$ cat src/rtl/seek_match_window_counter.sv
// Counts "101" detector matches over fixed windows, emits one result per window.
// Optional SEEK_WIN_INDEX_EN adds a 16-bit window index output.
module seek_match_window_counter #(
  parameter int WINDOW_LEN = 16,
  parameter int CNT_W      = 8
) (
  input  logic             clk,
  input  logic             aresetn,
  input  logic             enable,
  input  logic             match,
  output logic             out_valid,
  input  logic             out_ready,
  output logic [CNT_W-1:0] out_count,
  output logic             out_sat,
`ifdef SEEK_WIN_INDEX_EN
  output logic [15:0]      out_win_idx,
`endif
  output logic             out_dropped
);

  localparam int CYC_W = $clog2(WINDOW_LEN);
  localparam logic [CYC_W-1:0] LAST = CYC_W'(WINDOW_LEN - 1);

  localparam logic [0:0] IDLE  = 1'b0;
  localparam logic [0:0] ACCUM = 1'b1;

  logic [0:0]       state;
  logic [CYC_W-1:0] cyc;
  logic [CNT_W-1:0] acc;
  logic             sat;
  logic             drop_pending;

  logic             acc_full;
  logic [CNT_W-1:0] sum;
  logic             sum_sat;
  logic             win_end;
  logic             load;
  logic             drop;

  assign acc_full = &acc;
  assign sum      = (match && !acc_full) ? acc + CNT_W'(1) : acc;
  assign sum_sat  = sat | (match & acc_full);
  assign win_end  = (state == ACCUM) && enable && (cyc == LAST);
  assign load     = win_end && (!out_valid || out_ready);
  assign drop     = win_end && out_valid && !out_ready;

  always_ff @(posedge clk or negedge aresetn) begin
    if (!aresetn) begin
      state <= IDLE;
      cyc   <= '0;
      acc   <= '0;
      sat   <= 1'b0;
    end else if (state == IDLE) begin
      if (enable) begin
        state <= ACCUM;
        cyc   <= CYC_W'(1);
        acc   <= CNT_W'(match);
        sat   <= 1'b0;
      end
    end else if (!enable) begin
      state <= IDLE;
      cyc   <= '0;
      acc   <= '0;
      sat   <= 1'b0;
    end else if (win_end) begin
      cyc <= '0;
      acc <= '0;
      sat <= 1'b0;
    end else begin
      cyc <= cyc + CYC_W'(1);
      acc <= sum;
      sat <= sum_sat;
    end
  end

  always_ff @(posedge clk or negedge aresetn) begin
    if (!aresetn) begin
      out_valid    <= 1'b0;
      out_count    <= '0;
      out_sat      <= 1'b0;
      out_dropped  <= 1'b0;
      drop_pending <= 1'b0;
    end else begin
      if (load) begin
        out_valid    <= 1'b1;
        out_count    <= sum;
        out_sat      <= sum_sat;
        out_dropped  <= drop_pending;
        drop_pending <= 1'b0;
      end else if (out_valid && out_ready) begin
        out_valid <= 1'b0;
      end
      // Sticky until the next result that actually loads
      if (drop) begin
        drop_pending <= 1'b1;
      end
    end
  end

`ifdef SEEK_WIN_INDEX_EN
  logic [15:0] win_idx;

  always_ff @(posedge clk or negedge aresetn) begin
    if (!aresetn) begin
      win_idx     <= '0;
      out_win_idx <= '0;
    end else begin
      if (win_end) begin
        win_idx <= win_idx + 16'd1;
      end
      if (load) begin
        out_win_idx <= win_idx;
      end
    end
  end
`endif

endmodule
$ cat config.mk
export PLATFORM = sky130hd
export DESIGN_NAME = seek_match_window_counter
export DESIGN_NICKNAME = d
export VERILOG_FILES = /design/src/rtl/seek_match_window_counter.sv
export SDC_FILE = /design/constraint.sdc
export NUM_CORES = 1
export LEC_CHECK = 0
export CAP_MARGIN = 10
export CORE_UTILIZATION = 37
export CTS_BUF_LIST = sky130_fd_sc_hd__clkbuf_16
export CTS_CLUSTER_DIAMETER = 40
export DETAILED_ROUTE_END_ITERATION = 16
export PLACE_DENSITY = 0.64
export SLEW_MARGIN = 40
export SYNTH_ARGS = -nofsm -noshare
export SYNTH_HDL_FRONTEND = slang
export SYNTH_SLANG_ARGS = --single-unit
$ cat constraint.sdc
create_clock -name clk -period 2 [get_ports clk]
set_input_delay 0.4 -clock clk [delete_from_list [all_inputs] [get_ports clk]]
set_output_delay 0.4 -clock clk [all_outputs]
set_load 0.02 [all_outputs]
==> flow_metrics.py, run 1 <==
metrics = {
    "critical_path": {
        "r2r_cells": 6,
        "worstPathCellList": "clkdlybuf4s50_1",
        "reg2reg_slack_ns": 0.39,
        "cp.required_ns": 1.60,
        "crit_path_max_fanout": 2,
        "path_class": "register to output port",
        "end_kind": "output port",
        "crit_family": "buffers and inverters",
        "slowest_delay_ns": 0.61,
        "cp.buffers_inverters": 1,
        "cp_num_cells": 1,
        "worstPathArrival_ns": 1.23,
        "critPathLaunchType": "register",
        "timing.critical_path.slowest_stage_cell": "clkdlybuf4s50_1",
    },
    "global_route": {
        "grt_pass1_wl_um": 4610,
        "grt_pass1_vias": 1013,
        "globalRouteOverflowTotal": 0,
        "antenna_found_initial": 0,
        "globalRouteTotalUtil_pct": 16.9,
        "grt_max_degree": 27,
    },
    "sta": {
        "finalHoldViolations": 0,
        "fin_tns_setup_ns": 0,
        "min_period_ns": 1.63,
        "finalCritPeriodShare_pct": 81.4,
        "relSlewSlack_pct": 63.9,
        "skew_ns": 0.00390,
        "timing.fmax_mhz": 615,
        "setup_viol": 0,
        "slew_violations": 0,
        "tightest_slew_ns": 0.539,
        "rsz0062_at_grt": "no",
    },
    "flow_run": {
        "maxCapViolations": 0,
    },
    "final_layout": {
        "drive_gt1_share_pct": 10.7,
        "nets": 158,
        "fill_cells": 309,
        "final_cells": 194,
        "diodes": 0,
        "area_delta_synth_final_pct": 23.7,
    },
    "synth": {
        "synth_warnings": 0,
        "synth_nets": 135,
        "synth_cell_type_count": 34,
        "synth_fa_ha_area_share_pct": 1.96,
        "synthMostInstantiatedCell": "dfrtp_1",
        "synth_top_cells_by_count": "dfrtp_1 (26), a21oi_1 (18), nor2_1 (16)",
        "synth_ff_type": "dfrtp_1",
        "synth_top_family_by_area": "compound AO/OA/AOI/OAI gates",
        "syn_inst": 128,
        "syn_area_um2": 1280,
        "avgSynthCellArea_um2": 9.97,
        "synthTopCellsByArea": "dfrtp_1 (51%), a21oi_1 (7.1%), nor2_1 (4.7%), o21ai_0 (3.5%), xnor2_1 (2.7%)",
        "seq_area_frac_synth_pct": 51.0,
        "yosys-mux-area-fraction_pct": 3.33,
        "async_flop_share_pct": 100,
        "yosys.area_share.simple_pct": 16.3,
        "synth_seq_cells": 26,
        "synth_top_cell_by_area": "dfrtp_1",
        "synth-xor-area-share_pct": 3.43,
        "synth_top_area_share_pct": 51.0,
        "synth_edf_count": 0,
        "synth-compound-area-share_pct": 19.9,
    },
    "routing": {
        "via_per_inst": 5.22,
        "avgRoutedWirePerCell_um": 13.5,
        "vias": 1013,
        "ant_nets": 0,
        "firstDrtPassIters": 4,
        "drc_errors": 0,
        "drt-total-wl_um": 2610,
        "drtIter0Drc": 48,
    },
    "power": {
        "vdd_drop_max_uv": 588,
        "leakage_nw": 0.688,
        "p_per_area_nw_per_um2": 677,
    },
    "clocking": {
        "numCtsBuffers": 3,
        "ctsResizeCount": 0,
        "insertion_delay_ns": 0.26,
        "htree_levels": 1,
        "postCtsSetupBuffers": 0,
        "cts_tree": "done",
        "clk_pin_slew_ns": 0.06,
        "cts_buffer_depth": 2,
        "cts-root-buf": "clkbuf_16",
        "cts_sinks": 26,
        "hold_buffers": 0,
    },
    "die": {
        "io_pins": 16,
        "die_y_um": 60.7,
        "start_util_pct": 40.5,
        "std_cell_rows": 20,
        "die_area_um2": 3690,
        "core_um2": 3150,
        "fp.dieW_um": 60.7,
    },
    "place": {
        "hpwl_um": 1950,
        "placedCellCount": 190,
        "globalplace.congestion": 0.806,
        "port_buffers": 15,
    },
    "min_path": {
        "hold_class": "input port to asynchronous set/reset pin",
    },
    "outcome": {
        "status": "completed",
    },
}
[report_power, final]
part | internal, mW | total, mW | switching (mW)
registers | 0.537 | 0.550 | 0.0122
logic | 0.0354 | 0.0808 | 0.0453
clock network | 0.267 | 0.439 | 0.172
[final timing paths]
kind | from | end
hold reg to reg | out_count[2] | out_count[2]
min in group clk | out_count[2] | out_count[2]
setup reg to reg | cyc[0] | out_sat
setup / recovery | out_dropped | out_dropped
hold / removal | aresetn | out_count[5]
max in group asynchronous | aresetn | cyc[3]
[area by class of cell]
| class | count | area, um2 | share of cell area [%] |
|---|---|---|---|
| Multi-Input combinational cell | 93 | 573 | 36.3 |
| Sequential cell | 26 | 651 | 41.2 |
| Inverter | 5 | 18.8 | 1.19 |
| Clock buffer | 3 | 75.1 | 4.75 |
| Timing Repair Buffer | 22 | 203 | 12.8 |
| Clock inverter | 1 | 3.75 | 0.238 |
| Tap cell | 44 | 55.1 | 3.49 |
[routing by layer]
layer | global-route usage (%) | part of all wire (%) | up-vias
li1 | - | - | 506
met1 | 21.5 | 43 | 477
met2 | 29.4 | 51 | 24
met3 | 4.05 | 4.0 | 6
met4 | 3.90 | 1.8 | 0
met5 | 0 | 0 | -
[per-stage QoR]
| step | power (mW) | util (%) | instance area, um2 | worst slack (ns) | hold slack, ns |
|---|---|---|---|---|---|
| 6_report | 1.07 | 50.1 | 1580 | 0.373 | 0.506 |
| 5_1_grt | 1.12 | 50.1 | 1580 | 0.236 | 0.536 |
| 4_1_cts | 1.08 | 50.1 | 1580 | 0.358 | 0.514 |
| 3_5_place_dp | 0.641 | 47.6 | 1500 | 0.161 | 0.492 |
| 3_3_place_gp | 0.639 | 47.6 | 1500 | 0.200 | 0.481 |
| 2_1_floorplan | 0.599 | - | 1280 | 0.456 | 0.104 |
[sequential cells by signal, summed over array words and instances (netlist names)]
register      cells
cyc               4
out_count         8
state             1
sat               1
acc               8
out_valid         1
drop_pending      1
out_dropped       1
out_sat           1
[cell usage in the layout, fill, tap and decap left out, drive strengths merged]
master / n
a31oi: 1
a21o: 1
nand2b: 2
dfrtp: 26
and4: 2
a21oi: 18
and2: 1
clkinv: 1
nor3: 1
clkbuf: 3
nor4: 1
o2111a: 1
or2: 1
o211ai: 2
xnor2: 4
mux2i: 2
nor2: 16
and3: 3
nand2: 7
a22o: 2
o2111ai: 1
mux2: 2
o22ai: 2
o21ai: 11
nand4: 2
buf: 7
inv: 5
ha: 2
xor2: 1
or3: 2
o21a: 1
nand3: 4
clkdlybuf4s50: 15
[cell families after synthesis]
group	Yosys count
xor gates and xnor gates	5
and+or+nand+nor	42
muxes	4
DFF	26
AOI/OAI and AO/OA	40
buffers and inverters	9
adders and majority gates	2
(Power assumes the default switching activity.)
==> inputs of run 2 (changes only) <==
clock period = 1.5 ns   (was 2 ns; I/O delays follow)
==> run 2 against run 1 <==
Compared with the run above: final cell count grew 9.3%; clock skew shrank 0.00076 ns; global-route usage grew 1.0 points; register-to-register slack lost 0.33 ns; largest cell class unchanged; sequential share of layout area shrank 4.0 points; worst setup slack lost 0.32 ns; critical endpoint is now acc[5]; via count grew 7.1%; final area grew 11%; clock power grew 33%; wire length grew 14%; largest power group unchanged.
==> flow_metrics.py, run 2 (synthesis gave the netlist of run 1 again) <==
metrics = {
    "die": {
        "start_util_pct": 40.5,
        "fp.dieW_um": 60.7,
        "die_area_um2": 3690,
        "std_cell_rows": 20,
        "core_um2": 3150,
        "io_pins": 16,
        "die_y_um": 60.7,
    },
    "place": {
        "placedCellCount": 207,
        "port_buffers": 15,
        "pre_cts_slack_ns": -0.191,
        "globalplace.congestion": 0.762,
        "hpwl_um": 2130,
    },
    "global_route": {
        "antenna_found_initial": 0,
        "grt_pass1_vias": 1117,
        "globalRouteOverflowTotal": 0,
        "grt_pass1_wl_um": 4860,
        "globalRouteTotalUtil_pct": 17.9,
        "grt_max_degree": 27,
    },
    "sta": {
        "worst_slack_ns": 0.0569,
        "holdWs_ns": 0.406,
        "setup_viol": 0,
        "relSlewSlack_pct": 77.6,
        "finalHoldViolations": 0,
        "finalCritPeriodShare_pct": 96.2,
        "slew_violations": 0,
        "min_period_ns": 1.44,
        "timing.fmax_mhz": 693,
        "tightest_slew_ns": 0.335,
        "skew_ns": 0.00314,
    },
    "min_path": {
        "hold_class": "input port to asynchronous set/reset pin",
    },
    "critical_path": {
        "worstPathCellList": "nand4_1 > o2111a_2 > o21ai_0 > a22o_1",
        "cp.required_ns": 1.69,
        "crit_path_max_fanout": 5,
        "timing.critical_path.slowest_stage_cell": "dfrtp_1",
        "crit_family": "compound AO/OA/AOI/OAI gates",
        "end_kind": "register",
        "r2r_cells": 4,
        "path_class": "register to register",
        "slowest_delay_ns": 0.43,
        "cp_num_cells": 4,
        "cp.buffers_inverters": 0,
        "critPathLaunchType": "register",
        "worstPathArrival_ns": 1.63,
    },
    "outcome": {
        "status": "completed",
    },
    "final_layout": {
        "final_util_pct": 55.6,
        "reg.largest.list": "acc (8), out_count (8), cyc (4)",
        "diodes": 0,
        "area_delta_synth_final_pct": 37.5,
        "fill_cells": 311,
        "final_cells": 212,
        "drive_gt1_share_pct": 26.2,
        "layout_common_cells": "dfrtp_1 (25), buf_4 (25), a21oi_1 (18)",
        "nets": 176,
    },
    "routing": {
        "drtIter0Drc": 27,
        "ant_nets": 0,
        "via_per_inst": 5.12,
        "drc_errors": 0,
        "vias": 1085,
        "firstDrtPassIters": 4,
        "avgRoutedWirePerCell_um": 14.1,
        "drt-total-wl_um": 2980,
    },
    "clocking": {
        "numCtsBuffers": 3,
        "cts_sinks": 26,
        "cts_tree": "done",
        "cts_buffer_depth": 2,
        "insertion_delay_ns": 0.26,
        "htree_levels": 1,
        "hold_buffers": 0,
        "cts-root-buf": "clkbuf_16",
        "clk_pin_slew_ns": 0.06,
    },
    "flow_run": {
        "maxCapViolations": 0,
    },
    "power": {
        "vdd_drop_max_uv": 679,
        "p_total_mw": 1.47,
        "leakage_nw": 0.819,
        "p_per_area_nw_per_um2": 838,
    },
}
run 2: changes by cell type in the layout (fill, tap and decap cells not counted), moves of 2 or more:
cell,change
and3_1,-2
clkdlybuf4s50_1,-11
and3_4,+2
dlygate4sd2_1,+11
buf_4,+18
ha_1,-2
run 2: routing by layer:
metal	GRT usage, %	share of wire, %
met1	20.7	43
met2	32.3	53
met3	4.90	2.9
met4	5.52	0.87
met5	0	0
run 2: path summary, 6_finish.rpt:
path | start | endpoint | slack, ns
worst max-delay path | acc[6] | acc[5] | 0.06
max in group asynchronous | aresetn | acc[5] | 0.83
min in group clk | out_dropped | out_dropped | 0.51
worst max register to register | acc[6] | acc[5] | 0.06
worst min-delay path | aresetn | out_count[6] | 0.41
worst min register to register | out_dropped | out_dropped | 0.51
run 2: where the power goes:
part	leakage, nW	switching [mW]	internal (mW)
Combinational	0.432	0.0735	0.0796
Sequential	0.349	0.0148	0.717
Clock	0.0385	0.229	0.357
Total	0.819	0.318	1.15
run 2: final cells by class:
class	count	area, um2	share of cell area (%)
Multi-Input combinational cell	93	626	35.7
Timing Repair Buffer	40	324	18.5
Clock buffer	3	75.1	4.28
Clock inverter	1	3.75	0.214
Tap cell	44	55.1	3.14
Inverter	5	18.8	1.07
Sequential cell	26	652	37.2
run 2: worst register-to-register path, cell delays in order, from the launching register on:
cell	delay [ns]
dfrtp_1	0.43
nand4_1	0.28
o2111a_2	0.37
o21ai_0	0.15
a22o_1	0.15
run 2: metrics by stage:
stage                     instance area, um2  setup TNS, ns
after floorplan                         1280              0
after global placement                  1630          -2.12
after detailed placement                1630          -2.95
after CTS                               1700              0
after global routing                    1750        -0.0384
final                                   1750              0
run 2: timing repair:
| action | 4_1_cts | 5_1_grt |
|---|---|---|
| endpoints found under the setup margin | 13 | 15 |
| setup buffers | 0 | 1 |
| pin swaps | 0 | 5 |
| gates resized for setup | 12 | 10 |
| endpoints found under the hold margin | 0 | 0 |
==> inputs of run 3 (changes only) <==
ABC_CLOCK_PERIOD_IN_PS = 1500   (was unset)
==> results of run 3 <==
Same layout as run 2: the final DEF is identical, and so are final timing and power.
